<file path="config.mk">
export PLATFORM = sky130hd
export DESIGN_NAME = fall_detector_flat
export DESIGN_NICKNAME = d
export VERILOG_FILES = /design/src/rtl/fall_detector_if.sv /design/src/rtl/fall_detector.sv /design/src/flat_wrapper.sv
export SDC_FILE = /design/constraint.sdc
export NUM_CORES = 1
export LEC_CHECK = 0
export ABC_AREA = 1
export BUFFER_PORTS_ARGS = -buffer_cell sky130_fd_sc_hd__buf_4
export CORE_ASPECT_RATIO = 1.4
export CORE_MARGIN = 10
export CORE_UTILIZATION = 39
export CTS_BUF_LIST = sky130_fd_sc_hd__clkbuf_16
export DETAILED_ROUTE_END_ITERATION = 16
export PLACE_DENSITY_LB_ADDON = 0.15
export SLEW_MARGIN = 20
export SYNTH_ARGS = -nofsm -noshare
export SYNTH_HDL_FRONTEND = slang
export SYNTH_SLANG_ARGS = --single-unit
export TNS_END_PERCENT = 5
</file>
<file path="constraint.sdc">
create_clock -name sys_clk -period 2.5 [get_ports sys_clk]
set_clock_uncertainty 0.15 [all_clocks]
set_input_delay 0.125 -clock sys_clk [delete_from_list [all_inputs] [get_ports sys_clk]]
set_output_delay 0.125 -clock sys_clk [all_outputs]
set_load 0.05 [all_outputs]
</file>
<file path="src/rtl/fall_detector_if.sv">
// ============================================================================
// fall_detector_if : sample-buffer read port and fall status of fall_detector
// Optional macro: FALL_PEAK_HOLD_EN (adds peak_mag)
// Rev 1.0
// ============================================================================
`default_nettype none

interface fall_detector_if;
  logic        data_ready;
  logic [15:0] rd_data;
  logic [4:0]  rd_index;
  logic        read_done;
  logic        busy;
  logic        fall_clr;
  logic        fall_detected;
  logic        fall_pulse;
`ifdef FALL_PEAK_HOLD_EN
  logic [11:0] peak_mag;

  modport master (
    input  data_ready, rd_data, fall_clr,
    output rd_index, read_done, busy, fall_detected, fall_pulse, peak_mag
  );
  modport slave (
    output data_ready, rd_data, fall_clr,
    input  rd_index, read_done, busy, fall_detected, fall_pulse, peak_mag
  );
`else
  modport master (
    input  data_ready, rd_data, fall_clr,
    output rd_index, read_done, busy, fall_detected, fall_pulse
  );
  modport slave (
    output data_ready, rd_data, fall_clr,
    input  rd_index, read_done, busy, fall_detected, fall_pulse
  );
`endif
endinterface

`default_nettype wire

</file>
<file path="src/rtl/fall_detector.sv">
// ============================================================================
// fall_detector : reads a 32-sample Z-axis buffer, detects free-fall + impact
// Optional macro: FALL_PEAK_HOLD_EN (peak magnitude hold)       Rev 1.0
// ============================================================================
`default_nettype none

module fall_detector #(
  parameter int FF_TH     = 300,
  parameter int IMPACT_TH = 1800,
  parameter int FF_MIN    = 8,
  parameter int WINDOW    = 100
) (
  input  wire logic       sys_clk,
  input  wire logic       sys_rst,
  fall_detector_if.master bus
);

  localparam logic [11:0] C_FF_TH     = 12'(FF_TH);
  localparam logic [11:0] C_IMPACT_TH = 12'(IMPACT_TH);
  localparam logic [7:0]  C_FF_MIN    = 8'(FF_MIN);
  localparam logic [15:0] C_WINDOW    = 16'(WINDOW);

  typedef enum logic [2:0] {
    S_IDLE    = 3'd0,
    S_ADDR    = 3'd1,
    S_EVAL    = 3'd2,
    S_RELEASE = 3'd3,
    S_DROP    = 3'd4
  } state_t;

  state_t      state_q;
  logic [4:0]  rd_index_q;
  logic        read_done_q, busy_q, fall_detected_q, fall_pulse_q;
  logic [7:0]  ff_cnt_q, ff_cnt_d;
  logic        armed_q, armed_d;
  logic [15:0] win_cnt_q, win_cnt_d;

  logic [11:0] sample_w, mag_w;
  logic [7:0]  ff_inc_w;
  logic        detect_w;
  logic        unused_lsbs_w;

  assign unused_lsbs_w = ^bus.rd_data[3:0];

  // Two's-complement magnitude fits 12 unsigned bits, so -2048 maps to 2048.
  always_comb begin
    sample_w  = bus.rd_data[15:4];
    mag_w     = sample_w[11] ? (~sample_w + 12'd1) : sample_w;
    ff_inc_w  = (ff_cnt_q == C_FF_MIN) ? ff_cnt_q : ff_cnt_q + 8'd1;
    ff_cnt_d  = ff_cnt_q;
    armed_d   = armed_q;
    win_cnt_d = win_cnt_q;
    detect_w  = 1'b0;
    if (armed_q && (mag_w > C_IMPACT_TH)) begin
      detect_w  = 1'b1;
      armed_d   = 1'b0;
      ff_cnt_d  = 8'd0;
      win_cnt_d = 16'd0;
    end else if (mag_w < C_FF_TH) begin
      ff_cnt_d = ff_inc_w;
      if (ff_inc_w == C_FF_MIN) begin
        armed_d   = 1'b1;
        win_cnt_d = C_WINDOW;
      end
    end else begin
      ff_cnt_d = 8'd0;
      if (armed_q) begin
        win_cnt_d = win_cnt_q - 16'd1;
        if (win_cnt_q == 16'd1) armed_d = 1'b0;
      end
    end
  end

  always_ff @(posedge sys_clk or posedge sys_rst) begin
    if (sys_rst) begin
      state_q         <= S_IDLE;
      rd_index_q      <= 5'd31;
      read_done_q     <= 1'b0;
      busy_q          <= 1'b0;
      fall_detected_q <= 1'b0;
      fall_pulse_q    <= 1'b0;
      ff_cnt_q        <= 8'd0;
      armed_q         <= 1'b0;
      win_cnt_q       <= 16'd0;
    end else begin
      read_done_q  <= 1'b0;
      fall_pulse_q <= 1'b0;
      if (bus.fall_clr) fall_detected_q <= 1'b0;
      case (state_q)
        S_IDLE: begin
          if (bus.data_ready) begin
            state_q    <= S_ADDR;
            rd_index_q <= 5'd31;
            busy_q     <= 1'b1;
          end
        end
        S_ADDR: state_q <= S_EVAL;
        S_EVAL: begin
          ff_cnt_q  <= ff_cnt_d;
          armed_q   <= armed_d;
          win_cnt_q <= win_cnt_d;
          if (detect_w) begin
            fall_pulse_q    <= 1'b1;
            fall_detected_q <= 1'b1;
          end
          if (rd_index_q == 5'd0) begin
            state_q     <= S_RELEASE;
            read_done_q <= 1'b1;
          end else begin
            rd_index_q <= rd_index_q - 5'd1;
            state_q    <= S_ADDR;
          end
        end
        S_RELEASE: begin
          rd_index_q <= 5'd31;
          state_q    <= S_DROP;
        end
        S_DROP: begin
          // The poller keeps data_ready up until it sees read_done; wait it out.
          if (!bus.data_ready) begin
            state_q <= S_IDLE;
            busy_q  <= 1'b0;
          end
        end
        default: begin
          state_q <= S_IDLE;
          busy_q  <= 1'b0;
        end
      endcase
    end
  end

  assign bus.rd_index      = rd_index_q;
  assign bus.read_done     = read_done_q;
  assign bus.busy          = busy_q;
  assign bus.fall_detected = fall_detected_q;
  assign bus.fall_pulse    = fall_pulse_q;

`ifdef FALL_PEAK_HOLD_EN
  logic [11:0] track_q, peak_q, peak_max_w;

  assign peak_max_w = (mag_w > track_q) ? mag_w : track_q;

  // Track runs only while armed; a new arming starts from the arming sample.
  always_ff @(posedge sys_clk or posedge sys_rst) begin
    if (sys_rst) begin
      track_q <= 12'd0;
      peak_q  <= 12'd0;
    end else begin
      if (state_q == S_EVAL) begin
        track_q <= armed_d ? (armed_q ? peak_max_w : mag_w) : 12'd0;
      end
      if ((state_q == S_EVAL) && detect_w) begin
        peak_q <= peak_max_w;
      end else if (bus.fall_clr) begin
        peak_q <= 12'd0;
      end
    end
  end

  assign bus.peak_mag = peak_q;
`endif

endmodule

`default_nettype wire

</file>
<file path="src/flat_wrapper.sv">
// flat-port wrapper written by rule: the top's interface ports become plain ports
module fall_detector_flat 
#(
  parameter int FF_TH     = 300,
  parameter int IMPACT_TH = 1800,
  parameter int FF_MIN    = 8,
  parameter int WINDOW    = 100
)
  (sys_clk, sys_rst, bus_data_ready, bus_rd_data, bus_fall_clr, bus_rd_index, bus_read_done, bus_busy, bus_fall_detected, bus_fall_pulse);
  fall_detector_if bus_i ();
  input  wire logic sys_clk;
  input  wire logic sys_rst;
  input wire logic [$bits(bus_i.data_ready)-1:0] bus_data_ready;
  input wire logic [$bits(bus_i.rd_data)-1:0] bus_rd_data;
  input wire logic [$bits(bus_i.fall_clr)-1:0] bus_fall_clr;
  output wire logic [$bits(bus_i.rd_index)-1:0] bus_rd_index;
  output wire logic [$bits(bus_i.read_done)-1:0] bus_read_done;
  output wire logic [$bits(bus_i.busy)-1:0] bus_busy;
  output wire logic [$bits(bus_i.fall_detected)-1:0] bus_fall_detected;
  output wire logic [$bits(bus_i.fall_pulse)-1:0] bus_fall_pulse;
  assign bus_i.data_ready = bus_data_ready;
  assign bus_i.rd_data = bus_rd_data;
  assign bus_i.fall_clr = bus_fall_clr;
  assign bus_rd_index = bus_i.rd_index;
  assign bus_read_done = bus_i.read_done;
  assign bus_busy = bus_i.busy;
  assign bus_fall_detected = bus_i.fall_detected;
  assign bus_fall_pulse = bus_i.fall_pulse;
  fall_detector #(.FF_TH(FF_TH), .IMPACT_TH(IMPACT_TH), .FF_MIN(FF_MIN), .WINDOW(WINDOW)) u_core (.sys_clk(sys_clk), .sys_rst(sys_rst), .bus(bus_i));
endmodule
</file>
==> results.json <==
{
  "die_w_um": 91.0,
  "ys_seq_area_share_pct": 33.8,
  "switching_share_pct": 44.3,
  "antenna_found_initial": 0,
  "intPower_mw": 1.71,
  "drive_gt1_share_pct": 17.5,
  "drc": 0,
  "mappedNetlistArea_um2": 2750,
  "drt_iter0_markers": 141,
  "gp_congestion": 0.800,
  "synth-seq-cells": 37,
  "setup_violations": 0,
  "clk_pin_slew_worst_paths_ns": 0.06,
  "drv_slew": 0,
  "syn_nets": 418,
  "clk_latency_ns": 0.28,
  "routed_via_density": 4.64,
  "routed_wl_um": 5950,
  "status": "complete, no violations",
  "design_area_um2": 3180,
  "hold_viol": 0,
  "wl_per_cell_um": 11.5,
  "place_area_um2": 3010,
  "cts_tree": "built",
  "seq_area_um2": 932,
  "grt_pass1_vias": 2409,
  "cts_resized": 0,
  "fp.dieH_um": 119,
  "synthCells": 393,
  "clockBufferDepth": 2,
  "dr.pass1.iters": 4,
  "crit_path_max_fanout": 16,
  "n_fill_cell": 761,
  "nets": 447,
  "r2r_start": "u_core.ff_cnt_q[0]",
  "hold_depth": 7,
  "port_buffers": 24,
  "power.net_switching_mw": 1.36,
  "rrSetupSlack_ns": 0.38,
  "worstMarginPinSlew_ns": 0.490,
  "cp.arrival_ns": 2.19,
  "tns_ns": 0,
  "cts_setup_buffers": 0,
  "peakVddDrop_uv": 608,
  "hold_start": "bus_rd_data[10]",
  "dieArea_um2": 10900,
  "grt_setup_unrepaired": "no",
  "critPathKind": "flip-flop to flip-flop",
  "combPwrFrac_pct": 47.7,
  "dp_hpwl_um": 4290,
  "ios": 29,
  "cts_buffers": 5,
  "cp_data_required_time_ns": 2.57,
  "htree_levels": 2,
  "grt_usage_pct": 11.1,
  "diodes": 0,
  "grt_pass1_wl_um": 10300,
  "initial_core_util_pct": 39.7,
  "fmax_mhz": 472,
  "vias": 2402,
  "p_seq_share_pct": 32.6,
  "hp-class": "primary input to flip-flop",
  "synth_area_per_cell_um2": 7.01,
  "maxCapViolCount": 0,
  "fp.coreArea_um2": 6940,
  "ys.warnings.count": 0,
  "period_share_pct": 84.7,
  "power_density_nw_per_um2": 964,
  "grt_max_degree": 38,
  "r2r-end": "u_core.win_cnt_q[8]",
  "antenna_left": 0,
  "cts_root_buf": "clkbuf_16",
  "endpoint_kind": "flip-flop",
  "reg2reg_depth": 14,
  "rows": 36,
  "area_delta_synth_final_pct": 15.3,
  "crit_path_start": "u_core.ff_cnt_q[0]",
  "clockPowerShare_pct": 19.7,
  "multiInputGateArea_um2": 1560,
  "crit_path_start_kind": "flip-flop",
  "relSlewSlack_pct": 67.3,
  "min_to": "u_core.win_cnt_q[13]",
  "clock-sinks": 37,
  "min_period_ns": 2.12,
  "synth_cell_type_count": 37,
  "leakagePower_nw": 1.69,
  "overflow": 0
}
## layout make-up
type	count	share of cell area (%)
Tap cell	95	3.74
Clock buffer	5	3.94
Inverter	55	6.50
Sequential cell	37	29.4
Timing Repair Buffer	29	7.09
Multi-Input combinational cell	294	49.0
Clock inverter	3	0.394
## power by group through the flow
stage | clock network (mW) | logic (mW) | registers, mW
after floorplan | 0 | 1.08 | 1.07
after detailed placement | 0 | 1.46 | 1.00
final | 0.603 | 1.46 | 0.998
after CTS | 0.625 | 1.48 | 0.997
after global placement | 0 | 1.44 | 1.00
after global routing | 0.654 | 1.67 | 1.03
## Yosys cell counts (all sizes together)
library cell	n	area [um^2]
xnor2	3	26.3
nor3b	1	7.51
nor3	6	30.0
nand3b	1	7.51
nand4	4	25.0
o211ai	1	7.51
nand2	149	612
o21bai	1	7.51
dfrtp	32	801
or2	2	12.5
xor2	13	114
nand3	26	193
buf	7	65.1
dfstp	5	131
nor4	1	6.26
and2	1	6.26
o22ai	7	43.8
nor2	49	236
a21boi	1	7.51
o21ai	20	108
a21oi	3	37.5
inv	55	206
ha	5	62.6
## per-layer routing
layer | GRT usage, % | part of all wire (%) | vias up
li1 | - | - | 1268
met1 | 11.6 | 43 | 1102
met2 | 21.3 | 54 | 25
met3 | 2.01 | 2.1 | 7
met4 | 3.73 | 1.0 | 0
met5 | 0 | 0 | -
## flip-flops by register name, indices dropped and copies added (netlist names)
register                  cells
u_core.armed_q                1
u_core.bus.fall_pulse         1
u_core.win_cnt_q             16
u_core.bus.busy               1
u_core.bus.fall_detected      1
u_core.state_q                3
u_core.bus.read_done          1
u_core.bus.rd_index           5
u_core.ff_cnt_q               8
## metrics by stage
stage,utilization (%),hold slack [ns],power [mW],setup slack [ns],cells
finish,45.8,0.342,3.06,0.382,518
global route,45.8,0.396,3.35,0.162,518
CTS,45.8,0.348,3.10,0.339,518
detailed placement,43.4,0.134,2.47,0.367,507
global placement,43.4,0.131,2.44,0.389,507
floorplan,-,0.0740,2.16,0.572,393
## worst max-delay path, cell delays in order, from the launching register on
cell and delay [ns]:
dfrtp_1 0.42, inv_1 0.11, ha_1 0.17, nand3_2 0.11
nor2_2 0.14, nand2_1 0.06, nand2_1 0.08, nand2_1 0.06
nor2_1 0.10, nand2_1 0.09, nand3_4 0.11, nand2_4 0.08
nor2_8 0.23, nand2_1 0.09, nand2_1 0.07
## cell families (layout without fill, tap and decap cells)
family,after synthesis,after routing,synth area share (%)
xor gates and xnor gates,16,16,5.09
buffers and inverters,62,92,9.86
AOI/OAI and AO/OA,33,33,7.68
adders and majority gates,5,5,2.27
and+or+nand+nor,240,240,41.3
DFF,37,37,33.8
## how the worst max path moves through the flow
stage / end / slack (ns) / cells after the start
after floorplan: u_core.win_cnt_q[7] / 0.57 / 15
after global placement: u_core.win_cnt_q[13] / 0.39 / 12
after detailed placement: u_core.win_cnt_q[8] / 0.37 / 14
after CTS: u_core.win_cnt_q[8] / 0.34 / 14
after global routing: u_core.win_cnt_q[8] / 0.16 / 14
final: u_core.win_cnt_q[8] / 0.38 / 14
## what timing repair did
action                                  CTS  global route
endpoints found under the setup margin    0             0
hold buffers                              3             0
endpoints found under the hold margin    35             0
## cell usage in the layout (no fill, tap or decap), types with 3 or more instances in the layout
| master | count |
|---|---|
| dfstp_2 | 5 |
| nor2_1 | 43 |
| nand3_2 | 5 |
| inv_2 | 5 |
| nand2_1 | 138 |
| o22ai_1 | 7 |
| xnor2_1 | 3 |
| nand4_1 | 4 |
| ha_1 | 5 |
| dlygate4sd3_1 | 3 |
| buf_4 | 26 |
| inv_1 | 50 |
| clkbuf_16 | 5 |
| nand2_4 | 5 |
| xor2_1 | 13 |
| nor3_1 | 5 |
| o21ai_1 | 4 |
| dfrtp_1 | 32 |
| o21ai_0 | 14 |
| nand3_1 | 18 |
| nand2_2 | 6 |
| nand3_4 | 3 |
Power figures use the tool's default switching activity.
